File: src/rtl/ex_muldiv_if.sv
// Request/response bundle between the decode/execute register, the
// hazard unit and the iterative RV32M multiply/divide unit.
interface ex_muldiv_if #(
    parameter int DATA_WIDTH = 32,
    parameter int WIDTH      = 5
);
    logic                  start;
    logic [2:0]            op;
    logic [DATA_WIDTH-1:0] a;
    logic [DATA_WIDTH-1:0] b;
    logic [WIDTH-1:0]      rd_in;
    logic                  flush;
    logic                  busy;
    logic                  done;
    logic [DATA_WIDTH-1:0] result;
    logic [WIDTH-1:0]      rd_out;

    modport master (
        output start, op, a, b, rd_in, flush,
        input  busy, done, result, rd_out
    );

    modport slave (
        input  start, op, a, b, rd_in, flush,
        output busy, done, result, rd_out
    );
endinterface

File: src/rtl/ex_muldiv_unit.sv
// Iterative RV32M multiply/divide unit (execute stage).
// Radix-2 shift-add multiply and restoring divide on operand magnitudes,
// followed by a two's-complement sign fix. Optional macro
// MULDIV_FASTMUL_EN replaces the iterative multiply with a single-cycle
// combinational multiply; divides stay iterative.
module ex_muldiv_unit #(
    parameter int DATA_WIDTH = 32,
    parameter int WIDTH      = 5,
    parameter int CNT_W      = 6
) (
    input  logic         clk,
    input  logic         rst,
    ex_muldiv_if.slave   bus
);
    localparam logic [1:0] S_IDLE = 2'd0;
    localparam logic [1:0] S_CALC = 2'd1;
    localparam logic [1:0] S_FIX  = 2'd2;
    localparam logic [1:0] S_DONE = 2'd3;

    logic [1:0]            state;
    logic [2:0]            op_q;
    logic [WIDTH-1:0]      rd_q;
    logic [DATA_WIDTH-1:0] hi;      // product high word / partial remainder
    logic [DATA_WIDTH-1:0] lo;      // multiplier / dividend, becomes product low word / quotient
    logic [DATA_WIDTH-1:0] dvs;     // multiplicand or divisor magnitude
    logic                  neg;     // negate the selected result in FIX
    logic [CNT_W-1:0]      cnt;
    logic [DATA_WIDTH-1:0] result_q;
    logic [WIDTH-1:0]      rd_out_q;

    logic                    sgn_a_op, sgn_b_op, sa, sb;
    logic [DATA_WIDTH-1:0]   abs_a, abs_b;
    logic                    div_zero, ovf, special, neg_start;
    logic [DATA_WIDTH-1:0]   special_res;
    logic [DATA_WIDTH:0]     mul_sum, div_sh, div_diff;
    logic [2*DATA_WIDTH-1:0] prod_n;
    logic [DATA_WIDTH-1:0]   quo_n, rem_n, fix_res;

`ifdef MULDIV_FASTMUL_EN
    logic signed [DATA_WIDTH:0]     fa, fb;
    logic signed [2*DATA_WIDTH-1:0] fprod;
`endif

    assign bus.busy   = (state == S_CALC) || (state == S_FIX);
    assign bus.done   = (state == S_DONE);
    assign bus.result = result_q;
    assign bus.rd_out = rd_out_q;

    // Request decode: operand magnitudes, sign flags and single-cycle results
    always_comb begin
        sgn_a_op  = (bus.op == 3'b001) || (bus.op == 3'b010) || (bus.op[2] && !bus.op[0]);
        sgn_b_op  = (bus.op == 3'b001) || (bus.op[2] && !bus.op[0]);
        sa        = sgn_a_op && bus.a[DATA_WIDTH-1];
        sb        = sgn_b_op && bus.b[DATA_WIDTH-1];
        abs_a     = sa ? -bus.a : bus.a;
        abs_b     = sb ? -bus.b : bus.b;
        div_zero  = bus.op[2] && (bus.b == '0);
        ovf       = bus.op[2] && !bus.op[0] && (bus.a == {1'b1, {(DATA_WIDTH-1){1'b0}}})
                    && (bus.b == '1);
        // remainder follows the dividend; quotient/product follow the sign xor
        neg_start = (bus.op[2] && bus.op[1]) ? sa : (sa ^ sb);
        special   = div_zero || ovf;
        if (div_zero)
            special_res = bus.op[1] ? bus.a : '1;
        else
            special_res = bus.op[1] ? '0 : bus.a;
`ifdef MULDIV_FASTMUL_EN
        fa    = {sgn_a_op && bus.a[DATA_WIDTH-1], bus.a};
        fb    = {sgn_b_op && bus.b[DATA_WIDTH-1], bus.b};
        fprod = fa * fb;
        if (!bus.op[2]) begin
            special     = 1'b1;
            special_res = (bus.op == 3'b000) ? fprod[DATA_WIDTH-1:0]
                                             : fprod[2*DATA_WIDTH-1:DATA_WIDTH];
        end
`endif
    end

    // One radix-2 step for each algorithm plus the final sign fix/selection
    always_comb begin
        mul_sum  = {1'b0, hi} + (lo[0] ? {1'b0, dvs} : '0);
        div_sh   = {hi, lo[DATA_WIDTH-1]};
        div_diff = div_sh - {1'b0, dvs};
        prod_n   = neg ? -{hi, lo} : {hi, lo};
        quo_n    = neg ? -lo : lo;
        rem_n    = neg ? -hi : hi;
        if (op_q[2])
            fix_res = op_q[1] ? rem_n : quo_n;
        else if (op_q == 3'b000)
            fix_res = prod_n[DATA_WIDTH-1:0];
        else
            fix_res = prod_n[2*DATA_WIDTH-1:DATA_WIDTH];
    end

    // Control FSM and datapath registers
    always_ff @(posedge clk) begin
        if (rst) begin
            state    <= S_IDLE;
            op_q     <= '0;
            rd_q     <= '0;
            hi       <= '0;
            lo       <= '0;
            dvs      <= '0;
            neg      <= 1'b0;
            cnt      <= '0;
            result_q <= '0;
            rd_out_q <= '0;
        end else if (bus.flush) begin
            state <= S_IDLE;
        end else begin
            case (state)
                S_IDLE, S_DONE: begin
                    if (bus.start) begin
                        op_q <= bus.op;
                        rd_q <= bus.rd_in;
                        neg  <= neg_start;
                        cnt  <= '0;
                        if (special) begin
                            result_q <= special_res;
                            rd_out_q <= bus.rd_in;
                            state    <= S_DONE;
                        end else begin
                            hi    <= '0;
                            lo    <= abs_a;
                            dvs   <= abs_b;
                            state <= S_CALC;
                        end
                    end else begin
                        state <= S_IDLE;
                    end
                end
                S_CALC: begin
                    cnt <= cnt + 1'b1;
                    if (op_q[2]) begin
                        if (!div_diff[DATA_WIDTH]) begin
                            hi <= div_diff[DATA_WIDTH-1:0];
                            lo <= {lo[DATA_WIDTH-2:0], 1'b1};
                        end else begin
                            hi <= div_sh[DATA_WIDTH-1:0];
                            lo <= {lo[DATA_WIDTH-2:0], 1'b0};
                        end
                    end else begin
                        hi <= mul_sum[DATA_WIDTH:1];
                        lo <= {mul_sum[0], lo[DATA_WIDTH-1:1]};
                    end
                    if (cnt == CNT_W'(DATA_WIDTH-1))
                        state <= S_FIX;
                end
                S_FIX: begin
                    result_q <= fix_res;
                    rd_out_q <= rd_q;
                    state    <= S_DONE;
                end
                default: state <= S_IDLE;
            endcase
        end
    end
endmodule

File: src/flat_wrapper.sv
// flat-port wrapper written by rule: the top's interface ports become plain ports
module ex_muldiv_unit_flat 
#(
    parameter int DATA_WIDTH = 32,
    parameter int WIDTH      = 5,
    parameter int CNT_W      = 6
)
  (clk, rst, bus_start, bus_op, bus_a, bus_b, bus_rd_in, bus_flush, bus_busy, bus_done, bus_result, bus_rd_out);
  ex_muldiv_if #(.DATA_WIDTH(DATA_WIDTH), .WIDTH(WIDTH)) bus_i ();
  input  logic clk;
  input  logic rst;
  input wire logic [$bits(bus_i.start)-1:0] bus_start;
  input wire logic [$bits(bus_i.op)-1:0] bus_op;
  input wire logic [$bits(bus_i.a)-1:0] bus_a;
  input wire logic [$bits(bus_i.b)-1:0] bus_b;
  input wire logic [$bits(bus_i.rd_in)-1:0] bus_rd_in;
  input wire logic [$bits(bus_i.flush)-1:0] bus_flush;
  output wire logic [$bits(bus_i.busy)-1:0] bus_busy;
  output wire logic [$bits(bus_i.done)-1:0] bus_done;
  output wire logic [$bits(bus_i.result)-1:0] bus_result;
  output wire logic [$bits(bus_i.rd_out)-1:0] bus_rd_out;
  assign bus_i.start = bus_start;
  assign bus_i.op = bus_op;
  assign bus_i.a = bus_a;
  assign bus_i.b = bus_b;
  assign bus_i.rd_in = bus_rd_in;
  assign bus_i.flush = bus_flush;
  assign bus_busy = bus_i.busy;
  assign bus_done = bus_i.done;
  assign bus_result = bus_i.result;
  assign bus_rd_out = bus_i.rd_out;
  ex_muldiv_unit #(.DATA_WIDTH(DATA_WIDTH), .WIDTH(WIDTH), .CNT_W(CNT_W)) u_core (.clk(clk), .rst(rst), .bus(bus_i));
endmodule
File: config.mk
export PLATFORM = sky130hd
export DESIGN_NAME = ex_muldiv_unit_flat
export DESIGN_NICKNAME = d
export VERILOG_FILES = /design/src/rtl/ex_muldiv_if.sv /design/src/rtl/ex_muldiv_unit.sv /design/src/flat_wrapper.sv
export SDC_FILE = /design/constraint.sdc
export NUM_CORES = 1
export LEC_CHECK = 0
export BUFFER_PORTS_ARGS = -buffer_cell sky130_fd_sc_hd__buf_2
export CAP_MARGIN = 10
export CORE_AREA = 8 8 191 193
export DETAILED_ROUTE_END_ITERATION = 8
export DIE_AREA = 0 0 199 201
export PLACE_DENSITY = 0.64
export SLEW_MARGIN = 5
export SYNTH_ARGS = -nofsm -noshare
export SYNTH_HDL_FRONTEND = slang
export SYNTH_SLANG_ARGS = --single-unit
File: constraint.sdc
create_clock -name clk -period 7.5 [get_ports clk]
set_clock_uncertainty 0.15 [all_clocks]
set_input_delay 0.375 -clock clk [delete_from_list [all_inputs] [get_ports clk]]
set_output_delay 0.375 -clock clk [all_outputs]
set_load 0.005 [all_outputs]
# After elaboration in Yosys (flattened, before gate mapping)
# Index checks and enable logic that the tools add are counted.
# totals
regBits	150
out_inout_bits	39
wordCells	93
# classes
n_addsub	8
eq_ne	12
n_mux	35
reduce_logical	25
bitwise	3
# op_table
operator	count
32-bit two-way mux	20
32-bit one-hot mux with 2 select lines	3
32-bit negator	4
32-bit == test (second input constant)	2
64-bit two-way mux	1
64-bit negator	1
32-bit by 33-bit adder with 33-bit output	1
33-bit by 32-bit subtractor with 33-bit output	1
32-bit logical NOT	1
6-bit one-hot mux with 2 select lines	1
4-bit AND reduction	3
5-bit two-way mux	2
5-bit one-hot mux with 2 select lines	1
1-bit logical AND	7
6-bit by 1-bit adder with 6-bit output (second input constant)	1
6-bit by 5-bit == test with 1-bit output (second input constant)	1
2-bit two-way mux	3
6-bit two-way mux	1
2-bit != test (second input constant)	3
2-bit one-hot mux with 3 select lines	1
3-bit AND reduction	2
1-bit logical OR	5
2-bit == test (second input constant)	2
2-bit nonzero test	2
other kinds (11)	14

# Logic depth before layout (Yosys ltp)
# logic_depth
word_depth	8
ltp_mapped	14
ltp_nobuf	13

# Least setup slack after synthesis
# OpenSTA, ideal clock, no wires.
# synth_timing
path_type	reg2reg
startpoint	reg u_core.lo[31]
endpoint	reg u_core.hi[28]
arrival_time_ns	3.133
synth_period_minus_slack_ns	3.418
path_buffers	2
path_stages_with_launch	14
setup_time_ns	0.134
slack_ns	4.082
path_cell_list	dfxtp_1 -> inv_1 -> ha_1 -> fa_1 -> nand2b_1 -> a21oi_1 -> o21ai_0 -> a21boi_0 -> a211oi_1 -> xnor2_1 -> buf_2 -> buf_2 -> mux2i_1 -> o221ai_1
# synth_between
elab_chain_len	4
# synth_rtl
element	line_no	source
from (decl)	ex_muldiv_unit.sv:24	logic [DATA_WIDTH-1:0] lo;
from (signal assigned)	ex_muldiv_unit.sv:124	lo <= abs_a;
from (signal assigned)	ex_muldiv_unit.sv:137	lo <= {lo[DATA_WIDTH-2:0], 1'b1};
from (signal assigned)	ex_muldiv_unit.sv:140	lo <= {lo[DATA_WIDTH-2:0], 1'b0};
33-bit by 32-bit subtractor with 33-bit output	ex_muldiv_unit.sv:83	div_diff = div_sh - {1'b0, dvs};
32-bit two-way mux	ex_muldiv_unit.sv:135	if (!div_diff[DATA_WIDTH]) begin
32-bit two-way mux	ex_muldiv_unit.sv:134	if (op_q[2]) begin
32-bit one-hot mux with 2 select lines	ex_muldiv_unit.sv:111	case (state)
to (signal assigned)	ex_muldiv_unit.sv:136	hi <= div_diff[DATA_WIDTH-1:0];
to (signal assigned)	ex_muldiv_unit.sv:139	hi <= div_sh[DATA_WIDTH-1:0];
to (signal assigned)	ex_muldiv_unit.sv:143	hi <= mul_sum[DATA_WIDTH:1];
to (decl)	ex_muldiv_unit.sv:23	logic [DATA_WIDTH-1:0] hi;
# Every way passes these cells.
# A chain may end at the register's enable or synchronous reset.

# Worst setup path in the final report
# layout_timing
startpoint	reg u_core.hi[2]
endpoint	reg u_core.hi[31]
# layout_between
elab_chain_len	4
elab_cells_between_ends	5
cone_classes	add/sub: 2; mux: 3
# layout_rtl
element	line_no
33-bit by 32-bit subtractor with 33-bit output	ex_muldiv_unit.sv:83
32-bit two-way mux	ex_muldiv_unit.sv:135
32-bit two-way mux (*)	ex_muldiv_unit.sv:134
32-bit one-hot mux with 2 select lines (*)	ex_muldiv_unit.sv:111
# Every way passes the cells marked *; elsewhere a longest branch is shown, timed or not.

==> flow_metrics.py <==
metrics = {
    "run_status": {
        "status": "complete, no violations",
    },
    "synthesis": {
        "synth_edf_count": 0,
        "synth_warnings": 0,
        "ys.flop_type": "dfxtp_1",
        "synth_cell_types": 80,
        "ys_seq_area_frac": 0.203,
        "synth-simple-area-share": 0.221,
        "post_synth.cell_area_avg_um2": 7.23,
        "synth_top_family_by_area": "compound AO/OA/AOI/OAI gates",
        "ys_ff_latch": 150,
        "synth_top_cell_by_area": "dfxtp_1",
        "synthAdderAreaFrac": 0.0814,
        "synth_xor_area_frac": 0.107,
        "syn_area_um2": 14800,
        "synth_top_area_share": 0.203,
        "synth_cells": 2045,
        "muxShareOfSynthArea": 0.0464,
        "synth-compound-area-share": 0.283,
        "async_flop_share": 0,
        "synth.area.top_cells": "dfxtp_1, ha_1, a21oi_1",
        "syn_nets": 2196,
    },
    "sta": {
        "worstMarginPinSlew_ns": 1.04,
        "fin_setup_tns_ns": 0,
        "relSlewSlack": 0.304,
        "post-route-period-util": 0.578,
        "rsz0062_at_grt": "false",
        "setup_viol_count_final": 0,
        "hold_ws_ns": 0.0294,
        "fmax_ghz": 0.231,
        "hold_violations": 0,
        "slew_violations": 0,
        "fin_crit_ns": 4.34,
    },
    "global_route": {
        "grt_pass1_wl_um": 84500,
        "grt_pass1_vias": 14736,
        "antenna_found_initial": 1,
        "grt_max_degree": 81,
        "track_usage": 0.263,
        "grt-ovfl-total": 0,
    },
    "die": {
        "die_area_um2": 40000,
        "rows": 67,
        "floorplan.initialDensity": 0.444,
        "coreArea_um2": 33300,
        "ioPinCount": 115,
        "fp.dieW_um": 199,
        "die_y_um": 201,
    },
    "power_and_ir_drop": {
        "leakage_nw": 6.15,
        "pwr-share-seq": 0.354,
        "vdd_ir_drop_max_v": 0.000160,
        "power_switching_mw": 0.886,
        "switching_share": 0.361,
        "clock_power_share": 0.365,
        "power_density_nw_per_um2": 152,
        "intPower_mw": 1.57,
        "comb_power_share": 0.280,
    },
    "placement": {
        "place.gp.congestion": 0.953,
        "dp_hpwl_um": 40700,
        "port_buffers": 114,
        "placed_cells": 2483,
    },
    "setup_path": {
        "crit_path_start_kind": "register",
        "path_max_fanout": 41,
        "endpoint_kind": "register",
        "rrSetupSlack_ns": 3.16,
        "critical_path_class": "reg2reg",
        "r2r-start": "u_core.hi[2]$_SDFFE_PP0P_",
        "worstPathArrival_ns": 4.53,
        "crit_start": "u_core.hi[2]$_SDFFE_PP0P_",
        "reg2reg_depth": 12,
        "r2r_end": "u_core.hi[31]$_SDFFE_PP0P_",
        "crit_required_ns": 7.69,
        "worstSetupEndpoint": "u_core.hi[31]$_SDFFE_PP0P_",
    },
    "routing": {
        "avgRoutedWirePerCell_um": 21.6,
        "drtIter0Drc": 1852,
        "vias": 15846,
        "drcViolationCount": 0,
        "routed_wl_um": 54300,
        "ant_nets": 0,
        "dr.pass1.iters": 6,
        "avgViaCountPerCell": 6.30,
    },
    "clock_tree": {
        "hold_buffers": 0,
        "cts_resized": 0,
        "post-cts-setup-buffers": 0,
        "cts_buffer_depth": 2,
        "clock-sinks": 150,
        "htreeDepth": 4,
        "tritoncts": "built",
        "insertion_delay_ns": 0.44,
        "cts_made_buffers": 17,
        "clock-root-buffer": "clkbuf_16",
        "cts.clk_slew.worst_paths_ns": 0.07,
    },
    "final_layout": {
        "nets": 2205,
        "drive_gt1_frac": 0.104,
        "area_growth_pct": 9.16,
        "stdcell_count": 2515,
        "diodes": 0,
    },
    "min_path": {
        "worstHoldPathType": "in2reg",
    },
    "run": {
        "maxCapViolations": 0,
    },
}
==> registers in the layout, summed over array words and instances, names as in the netlist <==
register,count
u_core.bus.result,32
u_core.dvs,32
u_core.hi,32
u_core.lo,32
u_core.cnt,6
u_core.bus.rd_out,5
u_core.rd_q,5
u_core.op_q,3
u_core.state,2
u_core.neg,1
==> critical path, cell delays in order (launching register included) <==
cell and delay [ns]:
dfxtp_1 0.54, ha_1 0.37, o211ai_1 0.20, a21oi_1 0.09, o21ai_0 0.49, a21boi_0 0.25, buf_4 0.22, a211oi_1 0.35
xnor2_2 0.15, buf_4 0.50, nand2_1 0.23, or4_1 0.49, a22o_1 0.19
==> power by group through the flow <==
stage | clock network [mW] | registers (mW) | logic, mW
2_1_floorplan | 0 | 0.864 | 0.475
3_3_place_gp | 0 | 0.885 | 0.669
3_5_place_dp | 0 | 0.887 | 0.669
4_1_cts | 0.908 | 0.868 | 0.672
5_1_grt | 0.940 | 0.874 | 0.747
6_report | 0.898 | 0.870 | 0.689
==> metal layers <==
metal	vias to the layer above	routed length, um	GRT usage
met2	779	22800	0.381
li1	7495	-	-
met3	87	5670	0.0741
met4	2	1390	0.0773
met1	7483	24400	0.371
met5	-	13	0
==> Yosys cell counts (19+ instances only) <==
| cell | count |
|---|---|
| o211ai_1 | 38 |
| ha_1 | 73 |
| xor2_1 | 86 |
| buf_2 | 19 |
| o31ai_1 | 31 |
| a22oi_1 | 19 |
| a21o_1 | 21 |
| inv_1 | 68 |
| nor2_1 | 218 |
| o21ai_0 | 130 |
| nand2_1 | 205 |
| or3_1 | 21 |
| a211oi_1 | 62 |
| xnor2_1 | 95 |
| nor4_1 | 23 |
| a21oi_1 | 170 |
| nand4_1 | 25 |
| nor3_1 | 51 |
| dfxtp_1 | 150 |
| nand3_1 | 29 |
| nand2b_1 | 20 |
| mux2i_1 | 63 |
| clkbuf_1 | 127 |
| maj3_1 | 25 |
==> cells by family (layout without fill, tap and decap cells) <==
| kind of cell | Yosys count | in the layout |
|---|---|---|
| compound gates | 637 | 637 |
| flops | 150 | 150 |
| fa+ha+maj | 100 | 100 |
| simple gates | 691 | 691 |
| mux | 67 | 67 |
| buf+inv | 219 | 241 |
| xor+xnor | 181 | 181 |
==> area by class of cell <==
class                      instances  area [um^2]
fill                            3344        17100
tap                              448          561
multi-input combinational       1676        11000
clock inverter                    12          141
clock buffer                      20          447
sequential                       150         3010
timing repair buffer             139          761
inverter                          70          263
==> how the worst min path moves through the flow <==
stage          cells past startpoint                                 end                          startpoint
3_5_place_dp                       2   u_core.bus.result[9]$_SDFFE_PP0P_   u_core.bus.result[9]$_SDFFE_PP0P_
4_1_cts                            3         u_core.rd_q[1]$_SDFFE_PP0P_                        bus_rd_in[1]
6_report                           3         u_core.rd_q[2]$_SDFFE_PP0P_                        bus_rd_in[2]
2_1_floorplan                      2         u_core.rd_q[0]$_SDFFE_PP0P_         u_core.rd_q[0]$_SDFFE_PP0P_
3_3_place_gp                       2  u_core.bus.result[22]$_SDFFE_PP0P_  u_core.bus.result[22]$_SDFFE_PP0P_
5_1_grt                            3         u_core.rd_q[1]$_SDFFE_PP0P_                        bus_rd_in[1]
==> layout by cell type (no fill, tap or decap), types with 10 or more instances in the layout <==
master and n:
o31ai_1 31, clkbuf_16 17, o221ai_1 18, buf_4 26, nor4_1 23, nand4_1 25
o211ai_1 38, nor2b_1 11, or2_2 12, xnor2_1 94, inv_1 68, a31oi_1 16
xor2_1 86, buf_2 113, a41oi_1 10, ha_1 71, or4_1 16, maj3_1 25
nor3_1 51, nor2_1 215, dfxtp_1 148, a21oi_1 170, or3_1 21, nand2b_1 20
o21a_1 16, o21ai_0 130, a21o_1 21, nand3_1 29, and3_1 15, a211oi_1 62
mux2i_1 63, a22oi_1 19, nand2_1 205, o41ai_1 14
==> through the flow <==
step                 util  cell area, um^2  power, mW  setup slack (ns)
global route        0.485            16100       2.56              2.78
floorplan               -            14800       1.34              4.08
finish              0.485            16100       2.46              3.16
CTS                 0.485            16100       2.45              3.23
global placement    0.467            15600       1.55              3.33
detailed placement  0.467            15600       1.56              3.23
No activity file was read; power rests on OpenSTA's default activity.
